### src/rtl/counter_pkg.sv
// Shared helpers for the cascaded modulo counter: digit width, digit type, load clamp.
package counter_pkg;

  typedef logic [31:0] digit_t;

  function automatic int digit_w(input int radix);
    return $clog2(radix);
  endfunction

  // Out-of-range load digits saturate to the top legal value.
  function automatic digit_t clamp_digit(input digit_t v, input int radix);
    if (v > digit_t'(radix - 1)) return digit_t'(radix - 1);
    return v;
  endfunction

endpackage

### src/rtl/counter_digit.sv
// One modulo-RADIX digit; clr > load > inc/dec, carries come from the parent.
module counter_digit
  import counter_pkg::*;
#(
  parameter int RADIX = 10,
  parameter int DW    = 4
) (
  input  logic          clk,
  input  logic          rst_s,
  input  logic          clr,
  input  logic          load,
  input  logic [DW-1:0] ld_d,
  input  logic          inc,
  input  logic          dec,
  output logic [DW-1:0] d,
  output logic          at_max,
  output logic          at_zero
);

  localparam logic [DW-1:0] MAXV = DW'(RADIX - 1);

  logic [DW-1:0] d_q, d_d;

  always_comb begin
    d_d = d_q;
    if (clr)        d_d = '0;
    else if (load)  d_d = ld_d;
    else if (inc)   d_d = (d_q == MAXV) ? '0 : d_q + 1'b1;
    else if (dec)   d_d = (d_q == '0) ? MAXV : d_q - 1'b1;
  end

  always_ff @(posedge clk) begin
    if (rst_s) d_q <= '0;
    else       d_q <= d_d;
  end

  assign d       = d_q;
  assign at_max  = (d_q == MAXV);
  assign at_zero = (d_q == '0);

endmodule

### src/rtl/counter_mod_sync.sv
// NDIGITS x modulo-RADIX counter with clear, load, capture, wrap pulse and sticky ovf.
// Optional macro CNT_UPDOWN_EN adds the dir port for down-counting.
module counter_mod_sync
  import counter_pkg::*;
#(
  parameter  int NDIGITS = 4,
  parameter  int RADIX   = 10,
  localparam int DW      = digit_w(RADIX)
) (
  input  logic                  clk,
  input  logic                  rst_s,
  input  logic                  enb,
  input  logic                  clr,
  input  logic                  load,
  input  logic [NDIGITS*DW-1:0] load_val,
  input  logic                  cap,
`ifdef CNT_UPDOWN_EN
  input  logic                  dir,
`endif
  output logic [NDIGITS*DW-1:0] q,
  output logic [NDIGITS*DW-1:0] q_cap,
  output logic                  cnt_max,
  output logic                  cnt_zero,
  output logic                  wrap,
  output logic                  ovf
);

  logic up_cnt, dn_cnt;
`ifdef CNT_UPDOWN_EN
  assign up_cnt = enb & ~dir;
  assign dn_cnt = enb & dir;
`else
  assign up_cnt = enb;
  assign dn_cnt = 1'b0;
`endif

  logic [NDIGITS-1:0] at_max, at_zero, inc, dec;
  logic [NDIGITS:0]   max_below, zero_below;

  // Ripple carry/borrow: a digit moves only when every lower digit is at its edge.
  always_comb begin
    max_below[0]  = 1'b1;
    zero_below[0] = 1'b1;
    inc           = '0;
    dec           = '0;
    for (int i = 0; i < NDIGITS; i++) begin
      inc[i]           = up_cnt & max_below[i];
      dec[i]           = dn_cnt & zero_below[i];
      max_below[i+1]   = max_below[i] & at_max[i];
      zero_below[i+1]  = zero_below[i] & at_zero[i];
    end
  end

  for (genvar g = 0; g < NDIGITS; g++) begin : g_digit
    logic [DW-1:0] ld_clamped;
    assign ld_clamped = DW'(clamp_digit(digit_t'(load_val[g*DW +: DW]), RADIX));

    counter_digit #(.RADIX(RADIX), .DW(DW)) u_digit (
      .clk    (clk),
      .rst_s  (rst_s),
      .clr    (clr),
      .load   (load),
      .ld_d   (ld_clamped),
      .inc    (inc[g]),
      .dec    (dec[g]),
      .d      (q[g*DW +: DW]),
      .at_max (at_max[g]),
      .at_zero(at_zero[g])
    );
  end

  assign cnt_max  = &at_max;
  assign cnt_zero = &at_zero;

  logic                  wrap_evt;
  logic                  wrap_q, wrap_d, ovf_q, ovf_d;
  logic [NDIGITS*DW-1:0] q_cap_q, q_cap_d;

  assign wrap_evt = ~clr & ~load &
                    ((up_cnt & max_below[NDIGITS]) | (dn_cnt & zero_below[NDIGITS]));

  always_comb begin
    wrap_d  = wrap_evt;
    ovf_d   = clr ? 1'b0 : (ovf_q | wrap_evt);
    q_cap_d = cap ? q : q_cap_q;
  end

  always_ff @(posedge clk) begin
    if (rst_s) begin
      wrap_q  <= 1'b0;
      ovf_q   <= 1'b0;
      q_cap_q <= '0;
    end else begin
      wrap_q  <= wrap_d;
      ovf_q   <= ovf_d;
      q_cap_q <= q_cap_d;
    end
  end

  assign wrap  = wrap_q;
  assign ovf   = ovf_q;
  assign q_cap = q_cap_q;

endmodule
### config.mk
export PLATFORM = sky130hd
export DESIGN_NAME = counter_mod_sync
export DESIGN_NICKNAME = d
export VERILOG_FILES = /design/src/rtl/counter_pkg.sv /design/src/rtl/counter_digit.sv /design/src/rtl/counter_mod_sync.sv
export SDC_FILE = /design/constraint.sdc
export NUM_CORES = 1
export LEC_CHECK = 0
export CELL_PAD_IN_SITES_DETAIL_PLACEMENT = 1
export CELL_PAD_IN_SITES_GLOBAL_PLACEMENT = 2
export CORE_MARGIN = 3
export CORE_UTILIZATION = 28
export DETAILED_ROUTE_END_ITERATION = 10
export GPL_TIMING_DRIVEN = 0
export PLACE_DENSITY_LB_ADDON = 0.3
export SETUP_SLACK_MARGIN = 0.3
export SLEW_MARGIN = 20
export SYNTH_ARGS = -nofsm -noshare
export SYNTH_HDL_FRONTEND = slang
export SYNTH_SLANG_ARGS = --single-unit
### constraint.sdc
create_clock -name clk -period 5.2 [get_ports clk]
set_input_delay 0.52 -clock clk [delete_from_list [all_inputs] [get_ports clk]]
set_output_delay 0.52 -clock clk [all_outputs]
set_load 0.03 [all_outputs]
==> results of run 1 <==
## report_power, final
part	total [mW]	internal (mW)	switching, mW
Sequential	0.275	0.268	0.00740
Combinational	0.112	0.0503	0.0621
Clock	0.214	0.107	0.107
Total	0.601	0.424	0.177
## synthesized netlist by cell type, types with 2 or more instances
| cell type | n | area [µm²] |
|---|---|---|
| sky130_fd_sc_hd__dfxtp_1 | 34 | 680.7 |
| sky130_fd_sc_hd__nor2_1 | 28 | 105.1 |
| sky130_fd_sc_hd__mux2i_1 | 16 | 160.2 |
| sky130_fd_sc_hd__nand2_1 | 12 | 45.04 |
| sky130_fd_sc_hd__a21oi_1 | 9 | 45.04 |
| sky130_fd_sc_hd__clkbuf_1 | 9 | 33.78 |
| sky130_fd_sc_hd__o21ai_0 | 8 | 40.04 |
| sky130_fd_sc_hd__xnor2_1 | 8 | 70.07 |
| sky130_fd_sc_hd__inv_1 | 7 | 26.28 |
| sky130_fd_sc_hd__nor4_1 | 7 | 43.79 |
| sky130_fd_sc_hd__nor3_1 | 6 | 30.03 |
| sky130_fd_sc_hd__nand3_1 | 5 | 25.02 |
| sky130_fd_sc_hd__a211oi_1 | 4 | 30.03 |
| sky130_fd_sc_hd__nand2b_1 | 4 | 25.02 |
| sky130_fd_sc_hd__nand4_1 | 4 | 25.02 |
| sky130_fd_sc_hd__a221oi_1 | 3 | 26.28 |
| sky130_fd_sc_hd__clkbuf_2 | 3 | 15.01 |
| sky130_fd_sc_hd__nor2b_1 | 3 | 18.77 |
| sky130_fd_sc_hd__a211o_1 | 2 | 17.52 |
| sky130_fd_sc_hd__buf_6 | 2 | 22.52 |
## layout make-up
cell class | count | area share, %
Multi-Input combinational cell | 146 | 38.61
Timing Repair Buffer | 55 | 21.78
Clock inverter | 2 | 0.4951
Sequential cell | 34 | 26.93
Clock buffer | 6 | 3.267
Buffer | 18 | 4.158
Inverter | 7 | 1.040
Tap cell | 75 | 3.713
## flip-flops by register name (all words and copies together), names as in the netlist
name               count
g_digit.u_digit.d     16
ovf                    1
q_cap                 16
wrap                   1
## metrics by stage
| step | instance area (µm²) | std cells |
|---|---|---|
| after floorplan | 1788 | 205 |
| after global placement | 2432 | 335 |
| after detailed placement | 2432 | 335 |
| after CTS | 2527 | 343 |
| after global routing | 2527 | 343 |
| final | 2527 | 343 |
## cells by family after synthesis
| family | Yosys count |
|---|---|
| AOI/OAI and AO/OA | 40 |
| xor gates and xnor gates | 8 |
| buffers and inverters | 25 |
| DFF | 34 |
| muxes | 17 |
| and+or+nand+nor | 81 |
## final timing paths
check                           slack, ns  cells after the start               startpoint                      end
worst max-delay path                 1.83                      6  g_digit[1].u_digit.d[2]                 cnt_zero
worst min-delay path                 0.45                      2                    rst_s                q_cap[12]
worst max register to register       3.09                      5  g_digit[1].u_digit.d[2]  g_digit[3].u_digit.d[1]
worst min register to register       0.47                      2                      ovf                      ovf
## layer usage
metal,vias to the layer above,routed length [µm],part of all wire (%)
met5,-,0,0
met4,0,44,0.80
met3,5,231,4.2
met2,40,2518,46
met1,830,2729,49
li1,861,-,-
## cell usage in the layout (no fill, tap or decap), types with 3 or more instances in the layout
| cell type | Yosys | final |
|---|---|---|
| sky130_fd_sc_hd__nor3_1 | 6 | 6 |
| sky130_fd_sc_hd__nand2b_1 | 4 | 4 |
| sky130_fd_sc_hd__a21oi_1 | 9 | 9 |
| sky130_fd_sc_hd__a221oi_1 | 3 | 3 |
| sky130_fd_sc_hd__o21ai_0 | 8 | 8 |
| sky130_fd_sc_hd__clkdlybuf4s50_1 | 0 | 55 |
| sky130_fd_sc_hd__dfxtp_1 | 34 | 34 |
| sky130_fd_sc_hd__nand2_1 | 12 | 12 |
| sky130_fd_sc_hd__clkbuf_8 | 1 | 7 |
| sky130_fd_sc_hd__nand4_1 | 4 | 4 |
| sky130_fd_sc_hd__nor2b_1 | 3 | 3 |
| sky130_fd_sc_hd__nand3_1 | 5 | 5 |
| sky130_fd_sc_hd__nor4_1 | 7 | 7 |
| sky130_fd_sc_hd__mux2i_1 | 16 | 16 |
| sky130_fd_sc_hd__inv_1 | 7 | 7 |
| sky130_fd_sc_hd__xnor2_1 | 8 | 8 |
| sky130_fd_sc_hd__clkbuf_2 | 3 | 3 |
| sky130_fd_sc_hd__clkbuf_1 | 9 | 9 |
| sky130_fd_sc_hd__a211oi_1 | 4 | 4 |
| sky130_fd_sc_hd__nor2_1 | 28 | 28 |
==> impl_metrics.prom, run 1 <==
# TYPE chip_impl_metric gauge
chip_impl_metric{name="design_power",unit="µW"} 601.0
chip_impl_metric{name="finalWeightedCongestion",unit=""} 0.7828
chip_impl_metric{name="largest_net_degree_at_the_start_of_global_routing",unit=""} 12
chip_impl_metric{name="route.detailed.wl_per_inst",unit="µm"} 16.10
chip_impl_metric{name="via_density",unit=""} 5.061
chip_impl_metric{name="worstPathArrival",unit="ns"} 2.85
chip_impl_metric{name="ctsHtreeMaxLevel",unit=""} 2
chip_impl_metric{name="powerDensity",unit="mW/mm²"} 237.8
chip_impl_metric{name="synthesis.area",unit="mm²"} 0.001788
chip_impl_metric{name="finalWirelength",unit="mm"} 5.523
chip_impl_metric{name="postSynth.asyncResetShare",unit="%"} 0
chip_impl_metric{name="final_core_utilization",unit="%"} 41.70
chip_impl_info{name="tritoncts",value="done"} 1
chip_impl_info{name="unrepaired_setup_endpoints_after_global_routing",value="no"} 1
chip_impl_metric{name="grt_util_all_layers",unit="%"} 15.77
chip_impl_metric{name="syn_nets",unit=""} 227
chip_impl_metric{name="final.period_utilization",unit="%"} 64.77
chip_impl_metric{name="hpwlAfterDp",unit="mm"} 4.065
chip_impl_metric{name="grt_pass1_wl",unit="mm"} 9.315
chip_impl_metric{name="fin_worst_hold_slack",unit="ns"} 0.4512
chip_impl_metric{name="start_util",unit="%"} 29.50
chip_impl_metric{name="overflow",unit=""} 0
chip_impl_metric{name="layout.area.seq",unit="µm²"} 680.7
chip_impl_info{name="clk_root_buffer_cell",value="sky130_fd_sc_hd__clkbuf_8"} 1
chip_impl_metric{name="first_global_vias",unit=""} 1864
chip_impl_metric{name="synth_compound_area_share",unit="%"} 16.24
chip_impl_info{name="worstSetupPathType",value="reg -> out"} 1
chip_impl_metric{name="worst-endpoint-required",unit="ns"} 4.68
chip_impl_metric{name="syn_avg_cell_area",unit="µm²"} 8.722
chip_impl_metric{name="clk_path_buf_depth",unit=""} 2
chip_impl_info{name="hp-class",value="in -> reg"} 1
chip_impl_info{name="globalRoute.busiestLayer",value="met2"} 1
chip_impl_metric{name="final_hold_viol_count",unit=""} 0
chip_impl_metric{name="tns",unit="ns"} 0
chip_impl_info{name="outcome",value="completed"} 1
chip_impl_metric{name="leakage",unit="nW"} 0.9130
chip_impl_metric{name="drt-pass1-iter-count",unit=""} 4
chip_impl_metric{name="layout_cells_sized_above_1",unit="%"} 10.45
chip_impl_metric{name="diodes",unit=""} 0
chip_impl_metric{name="crit_path_max_incr_delay",unit="ns"} 0.74
chip_impl_metric{name="cts_hold_buf",unit=""} 0
chip_impl_info{name="dominant_combinational_cell_family_by_area_after_synthesis",value="simple AND/OR/NAND/NOR gates"} 1
chip_impl_info{name="critical-path-top-delay-family",value="simple AND/OR/NAND/NOR gates"} 1
chip_impl_metric{name="clkLatencyLatePin",unit="ns"} 0.29
chip_impl_info{name="critical_path.slowest_cell",value="sky130_fd_sc_hd__clkdlybuf4s50_1"} 1
chip_impl_metric{name="worst_slew_margin_rel",unit="%"} 54.71
chip_impl_info{name="critPathLaunchType",value="flip-flop"} 1
chip_impl_metric{name="multi_input_area",unit="µm²"} 975.9
chip_impl_metric{name="timing.fmax",unit="GHz"} 0.2969
chip_impl_metric{name="fp.dieArea",unit="mm²"} 0.007381
chip_impl_metric{name="drt_iter0_markers",unit=""} 81
chip_impl_info{name="crit_top_cell",value="sky130_fd_sc_hd__nor4_1"} 1
chip_impl_metric{name="worstPathMaxFanout",unit=""} 8
chip_impl_metric{name="synth_mux_area_share",unit="%"} 9.587
chip_impl_metric{name="fin_worst_skew",unit="ns"} 0.006941
chip_impl_metric{name="use_met1",unit="%"} 21.15
chip_impl_metric{name="floorplan.die.height",unit="µm"} 85.91
chip_impl_metric{name="finalCriticalPeriod",unit="ns"} 3.368
chip_impl_metric{name="boundaryPins",unit=""} 58
chip_impl_metric{name="met2_track_demand_over_resource_in_global_routing",unit="%"} 25.93
chip_impl_metric{name="worst_slew_pin_slew",unit="ns"} 0.6793
chip_impl_metric{name="core-area",unit="mm²"} 0.006061
chip_impl_metric{name="io_buffers",unit=""} 55
chip_impl_metric{name="setup_viol",unit=""} 0
chip_impl_metric{name="vias",unit=""} 1736
chip_impl_info{name="yosys_most_used_dff",value="sky130_fd_sc_hd__dfxtp_1"} 1
chip_impl_metric{name="yosys_warnings",unit=""} 0
chip_impl_metric{name="yosysSeqAreaShare",unit="%"} 38.07
chip_impl_metric{name="fp.dieW",unit="µm"} 85.91
chip_impl_metric{name="antenna_violations_before_repair",unit=""} 0
chip_impl_metric{name="critPathBufInv",unit=""} 2
chip_impl_metric{name="drc_errors",unit=""} 0
chip_impl_metric{name="postLayoutSetupSlackWorst",unit="ns"} 1.832
chip_impl_metric{name="place_worst_setup_slack",unit="ns"} 2.160
chip_impl_metric{name="cts-buffers-inserted",unit=""} 5
chip_impl_metric{name="synth_fa_ha_area_share",unit="%"} 0
chip_impl_metric{name="ant_nets",unit=""} 0
chip_impl_metric{name="register_clock_pin_slew_on_the_reported_worst_setup_and_hold_paths",unit="ns"} 0.08
chip_impl_metric{name="clk_sinks",unit=""} 34
chip_impl_metric{name="cap_violations",unit=""} 0
chip_impl_metric{name="final_max_tran_viols",unit=""} 0
chip_impl_metric{name="synth-edff-count",unit=""} 0
chip_impl_info{name="crit_path_cell_trace",value="clkbuf_2 > or4_4 > nor4_1 > nand3_1 > nor4_1 > clkdlybuf4s50_1"} 1
chip_impl_info{name="critPathCaptureType",value="output pin"} 1
chip_impl_metric{name="core.rowCount",unit=""} 28
chip_impl_metric{name="peakVddDrop",unit="mV"} 0.1212
chip_impl_metric{name="yosys.area_share.xor_xnor",unit="%"} 3.919
chip_impl_metric{name="cts.repair.resized",unit=""} 0
chip_impl_metric{name="synthesis.instances",unit=""} 205
chip_impl_metric{name="cts_setup_buffers",unit=""} 0
chip_impl_metric{name="register_bit_count_reported_by_yosys",unit=""} 34
chip_impl_metric{name="synth_simple_gate_area_share",unit="%"} 24.84
chip_impl_metric{name="finish.net_count",unit=""} 289
chip_impl_metric{name="globalRouteMet3Util",unit="%"} 3.170
chip_impl_metric{name="ys_types",unit=""} 51
chip_impl_metric{name="final.fill_count",unit=""} 733
chip_impl_metric{name="flow.area_growth_from_synthesis",unit="%"} 41.36
No activity file was read; power rests on OpenSTA's default activity.
==> inputs of run 2 (changes only) <==
--- a/config.mk
+++ b/config.mk
@@ -8,7 +8,7 @@
 export CELL_PAD_IN_SITES_DETAIL_PLACEMENT = 1
 export CELL_PAD_IN_SITES_GLOBAL_PLACEMENT = 2
 export CORE_MARGIN = 3
-export CORE_UTILIZATION = 28
+export CORE_UTILIZATION = 26
 export DETAILED_ROUTE_END_ITERATION = 10
 export GPL_TIMING_DRIVEN = 0
 export PLACE_DENSITY_LB_ADDON = 0.3
==> constraint.sdc (replaced) <==
create_clock -name clk -period 3.45 [get_ports clk]
set_input_delay 0.345 -clock clk [delete_from_list [all_inputs] [get_ports clk]]
set_output_delay 0.345 -clock clk [all_outputs]
set_load 0.03 [all_outputs]
==> run 2 against run 1 <==
- register-to-register slack got worse by 1.7 ns
- cell count increased by 0.58%
- count of clock-buffer cells in the layout increased by 1
- design area increased by 0.20%
- utilization decreased by 2.7 points
- clock skew decreased by 0.00065 ns
- clock power increased by 44%
- non-clock buffer count unchanged
- combinational power increased by 52%
- flip-flop and latch count unchanged
- die area increased by 7.1%
- critical path depth unchanged
- highest routed layer unchanged
==> impl_metrics.prom, run 2 (synthesized netlist as in run 1, its figures left out) <==
# TYPE chip_impl_metric gauge
chip_impl_info{name="outcome",value="completed"} 1
chip_impl_metric{name="vias",unit=""} 1724
chip_impl_metric{name="hpwlAfterDp",unit="mm"} 4.178
chip_impl_metric{name="worst_slew_pin_slew",unit="ns"} 0.7053
chip_impl_metric{name="cts.repair.resized",unit=""} 0
chip_impl_metric{name="drt_iter0_markers",unit=""} 66
chip_impl_info{name="unrepaired_setup_endpoints_after_global_routing",value="no"} 1
chip_impl_info{name="critical-path-top-delay-family",value="simple AND/OR/NAND/NOR gates"} 1
chip_impl_metric{name="post_dp_cell_area",unit="mm²"} 0.002435
chip_impl_metric{name="clk_sinks",unit=""} 34
chip_impl_metric{name="ant_nets",unit=""} 0
chip_impl_metric{name="cts-buffers-inserted",unit=""} 5
chip_impl_metric{name="core-area",unit="mm²"} 0.006495
chip_impl_metric{name="start_util",unit="%"} 27.53
chip_impl_metric{name="layout_cells_sized_above_1",unit="%"} 10.45
chip_impl_info{name="globalRoute.busiestLayer",value="met2"} 1
chip_impl_metric{name="final_max_tran_viols",unit=""} 0
chip_impl_metric{name="flow.area_growth_from_synthesis",unit="%"} 41.64
chip_impl_metric{name="cell_area_after_layout",unit="mm²"} 0.002532
chip_impl_info{name="critPathLaunchType",value="flip-flop"} 1
chip_impl_metric{name="final_core_utilization",unit="%"} 38.99
chip_impl_metric{name="regToRegSetupSlack",unit="ns"} 1.38
chip_impl_info{name="hp-class",value="in -> reg"} 1
chip_impl_metric{name="clk_path_buf_depth",unit=""} 2
chip_impl_metric{name="powerDensity",unit="mW/mm²"} 352.7
chip_impl_metric{name="largest_net_degree_at_the_start_of_global_routing",unit=""} 11
chip_impl_metric{name="finalCriticalPeriod",unit="ns"} 2.972
chip_impl_info{name="worstSetupPathType",value="reg -> out"} 1
chip_impl_info{name="critPathCaptureType",value="output pin"} 1
chip_impl_metric{name="overflow",unit=""} 0
chip_impl_metric{name="ctsHtreeMaxLevel",unit=""} 2
chip_impl_metric{name="finish.net_count",unit=""} 289
chip_impl_metric{name="boundaryPins",unit=""} 58
chip_impl_info{name="critical_path.slowest_cell",value="sky130_fd_sc_hd__clkdlybuf4s50_1"} 1
chip_impl_metric{name="register_clock_pin_slew_on_the_reported_worst_setup_and_hold_paths",unit="ns"} 0.07
chip_impl_metric{name="globalRouteMet3Util",unit="%"} 4.240
chip_impl_metric{name="worst-endpoint-required",unit="ns"} 3.11
chip_impl_metric{name="antenna_violations_before_repair",unit=""} 0
chip_impl_metric{name="fp.dieW",unit="µm"} 88.93
chip_impl_metric{name="worstPathMaxFanout",unit=""} 8
chip_impl_metric{name="crit_path_max_incr_delay",unit="ns"} 0.68
chip_impl_metric{name="finalWeightedCongestion",unit=""} 0.7924
chip_impl_metric{name="io_buffers",unit=""} 55
chip_impl_metric{name="diodes",unit=""} 0
chip_impl_metric{name="use_met1",unit="%"} 21.19
chip_impl_metric{name="cts_hold_buf",unit=""} 0
chip_impl_metric{name="clkLatencyLatePin",unit="ns"} 0.28
chip_impl_metric{name="route.detailed.wl_per_inst",unit="µm"} 16.41
chip_impl_metric{name="final_hold_viol_count",unit=""} 0
chip_impl_metric{name="via_density",unit=""} 4.997
chip_impl_metric{name="peakVddDrop",unit="mV"} 0.1342
chip_impl_metric{name="worst_slew_margin_rel",unit="%"} 52.98
chip_impl_metric{name="multi_input_area",unit="µm²"} 982.2
chip_impl_info{name="most-common-layout-cells",value="sky130_fd_sc_hd__clkdlybuf4s50_1 (55), sky130_fd_sc_hd__dfxtp_1 (34), sky130_fd_sc_hd__nor2_1 (28)"} 1
chip_impl_metric{name="floorplan.die.height",unit="µm"} 88.93
chip_impl_metric{name="cts_setup_buffers",unit=""} 0
chip_impl_info{name="crit_path_cell_trace",value="clkbuf_2 > or4_4 > nor4_2 > nand4_1 > nor2_1 > clkdlybuf4s50_1"} 1
chip_impl_metric{name="final.period_utilization",unit="%"} 86.15
chip_impl_metric{name="drt-pass1-iter-count",unit=""} 4
chip_impl_metric{name="timing.fmax",unit="GHz"} 0.3365
chip_impl_metric{name="leakage",unit="nW"} 0.9154
chip_impl_info{name="tritoncts",value="done"} 1
chip_impl_metric{name="setup_viol",unit=""} 0
chip_impl_metric{name="fin_worst_skew",unit="ns"} 0.006294
chip_impl_metric{name="drc_errors",unit=""} 0
chip_impl_info{name="clk_root_buffer_cell",value="sky130_fd_sc_hd__clkbuf_8"} 1
chip_impl_metric{name="fp.dieArea",unit="mm²"} 0.007908
chip_impl_metric{name="finalWirelength",unit="mm"} 5.663
chip_impl_metric{name="critPathBufInv",unit=""} 2
chip_impl_metric{name="cap_violations",unit=""} 0
chip_impl_metric{name="core.rowCount",unit=""} 29
chip_impl_metric{name="first_global_vias",unit=""} 1741
chip_impl_metric{name="tns",unit="ns"} 0
chip_impl_info{name="most_common_cell_after_layout_fill_and_taps_aside",value="sky130_fd_sc_hd__clkdlybuf4s50_1"} 1
chip_impl_metric{name="worstPathArrival",unit="ns"} 2.63
chip_impl_metric{name="final.fill_count",unit=""} 771
chip_impl_metric{name="grt_util_all_layers",unit="%"} 15.42
chip_impl_metric{name="layout.area.seq",unit="µm²"} 680.7
chip_impl_metric{name="met2_track_demand_over_resource_in_global_routing",unit="%"} 24.02
chip_impl_metric{name="grt_pass1_wl",unit="mm"} 9.315
## run 2: changes by cell type in the layout (fill, tap and decap cells not counted)
cell                         before  now
sky130_fd_sc_hd__clkbuf_1         9   10
sky130_fd_sc_hd__clkinvlp_4       1    0
sky130_fd_sc_hd__nor4_1           7    6
sky130_fd_sc_hd__nor4_2           1    2
## run 2: area by class of cell
cell class              instances  area share (%)
flip-flops and latches         34           26.88
well taps                      77           3.804
clock buffers                   7           3.409
repair buffers                 55           21.74
multi-input cells             146           38.78
inverters                       7           1.038
plain buffers                  18           4.150
clock inverters                 1          0.1976
## run 2: where the power goes
group	switching [mW]	internal, mW
sequential	0.0114	0.403
combinational	0.0942	0.0763
clock	0.147	0.161
total	0.252	0.641
## run 2: final timing paths
check | start | end | depth (start not counted)
min reg2reg | ovf | ovf | 2
max reg2reg | g_digit[0].u_digit.d[1] | g_digit[3].u_digit.d[1] | 6
max | g_digit[1].u_digit.d[2] | cnt_max | 6
min | rst_s | q_cap[10] | 2
## run 2: per-stage QoR
| step | setup slack, ns | cells | total power [mW] | hold WS [ns] |
|---|---|---|---|---|
| 2_1_floorplan | 0.7382 | 205 | 0.5196 | 0.4810 |
| 3_3_place_gp | 0.6449 | 337 | 0.5941 | 0.4531 |
| 3_5_place_dp | 0.6361 | 337 | 0.5948 | 0.4603 |
| 4_1_cts | 0.3188 | 345 | 0.9065 | 0.2790 |
| 5_1_grt | 0.3141 | 345 | 0.9449 | 0.2765 |
| 6_report | 0.4780 | 345 | 0.8932 | 0.2858 |
## run 2: per-layer routing
| layer | routed length, µm | vias up |
|---|---|---|
| li1 | - | 859 |
| met1 | 2782 | 820 |
| met2 | 2563 | 41 |
| met3 | 287 | 4 |
| met4 | 29 | 0 |
| met5 | 0 | - |
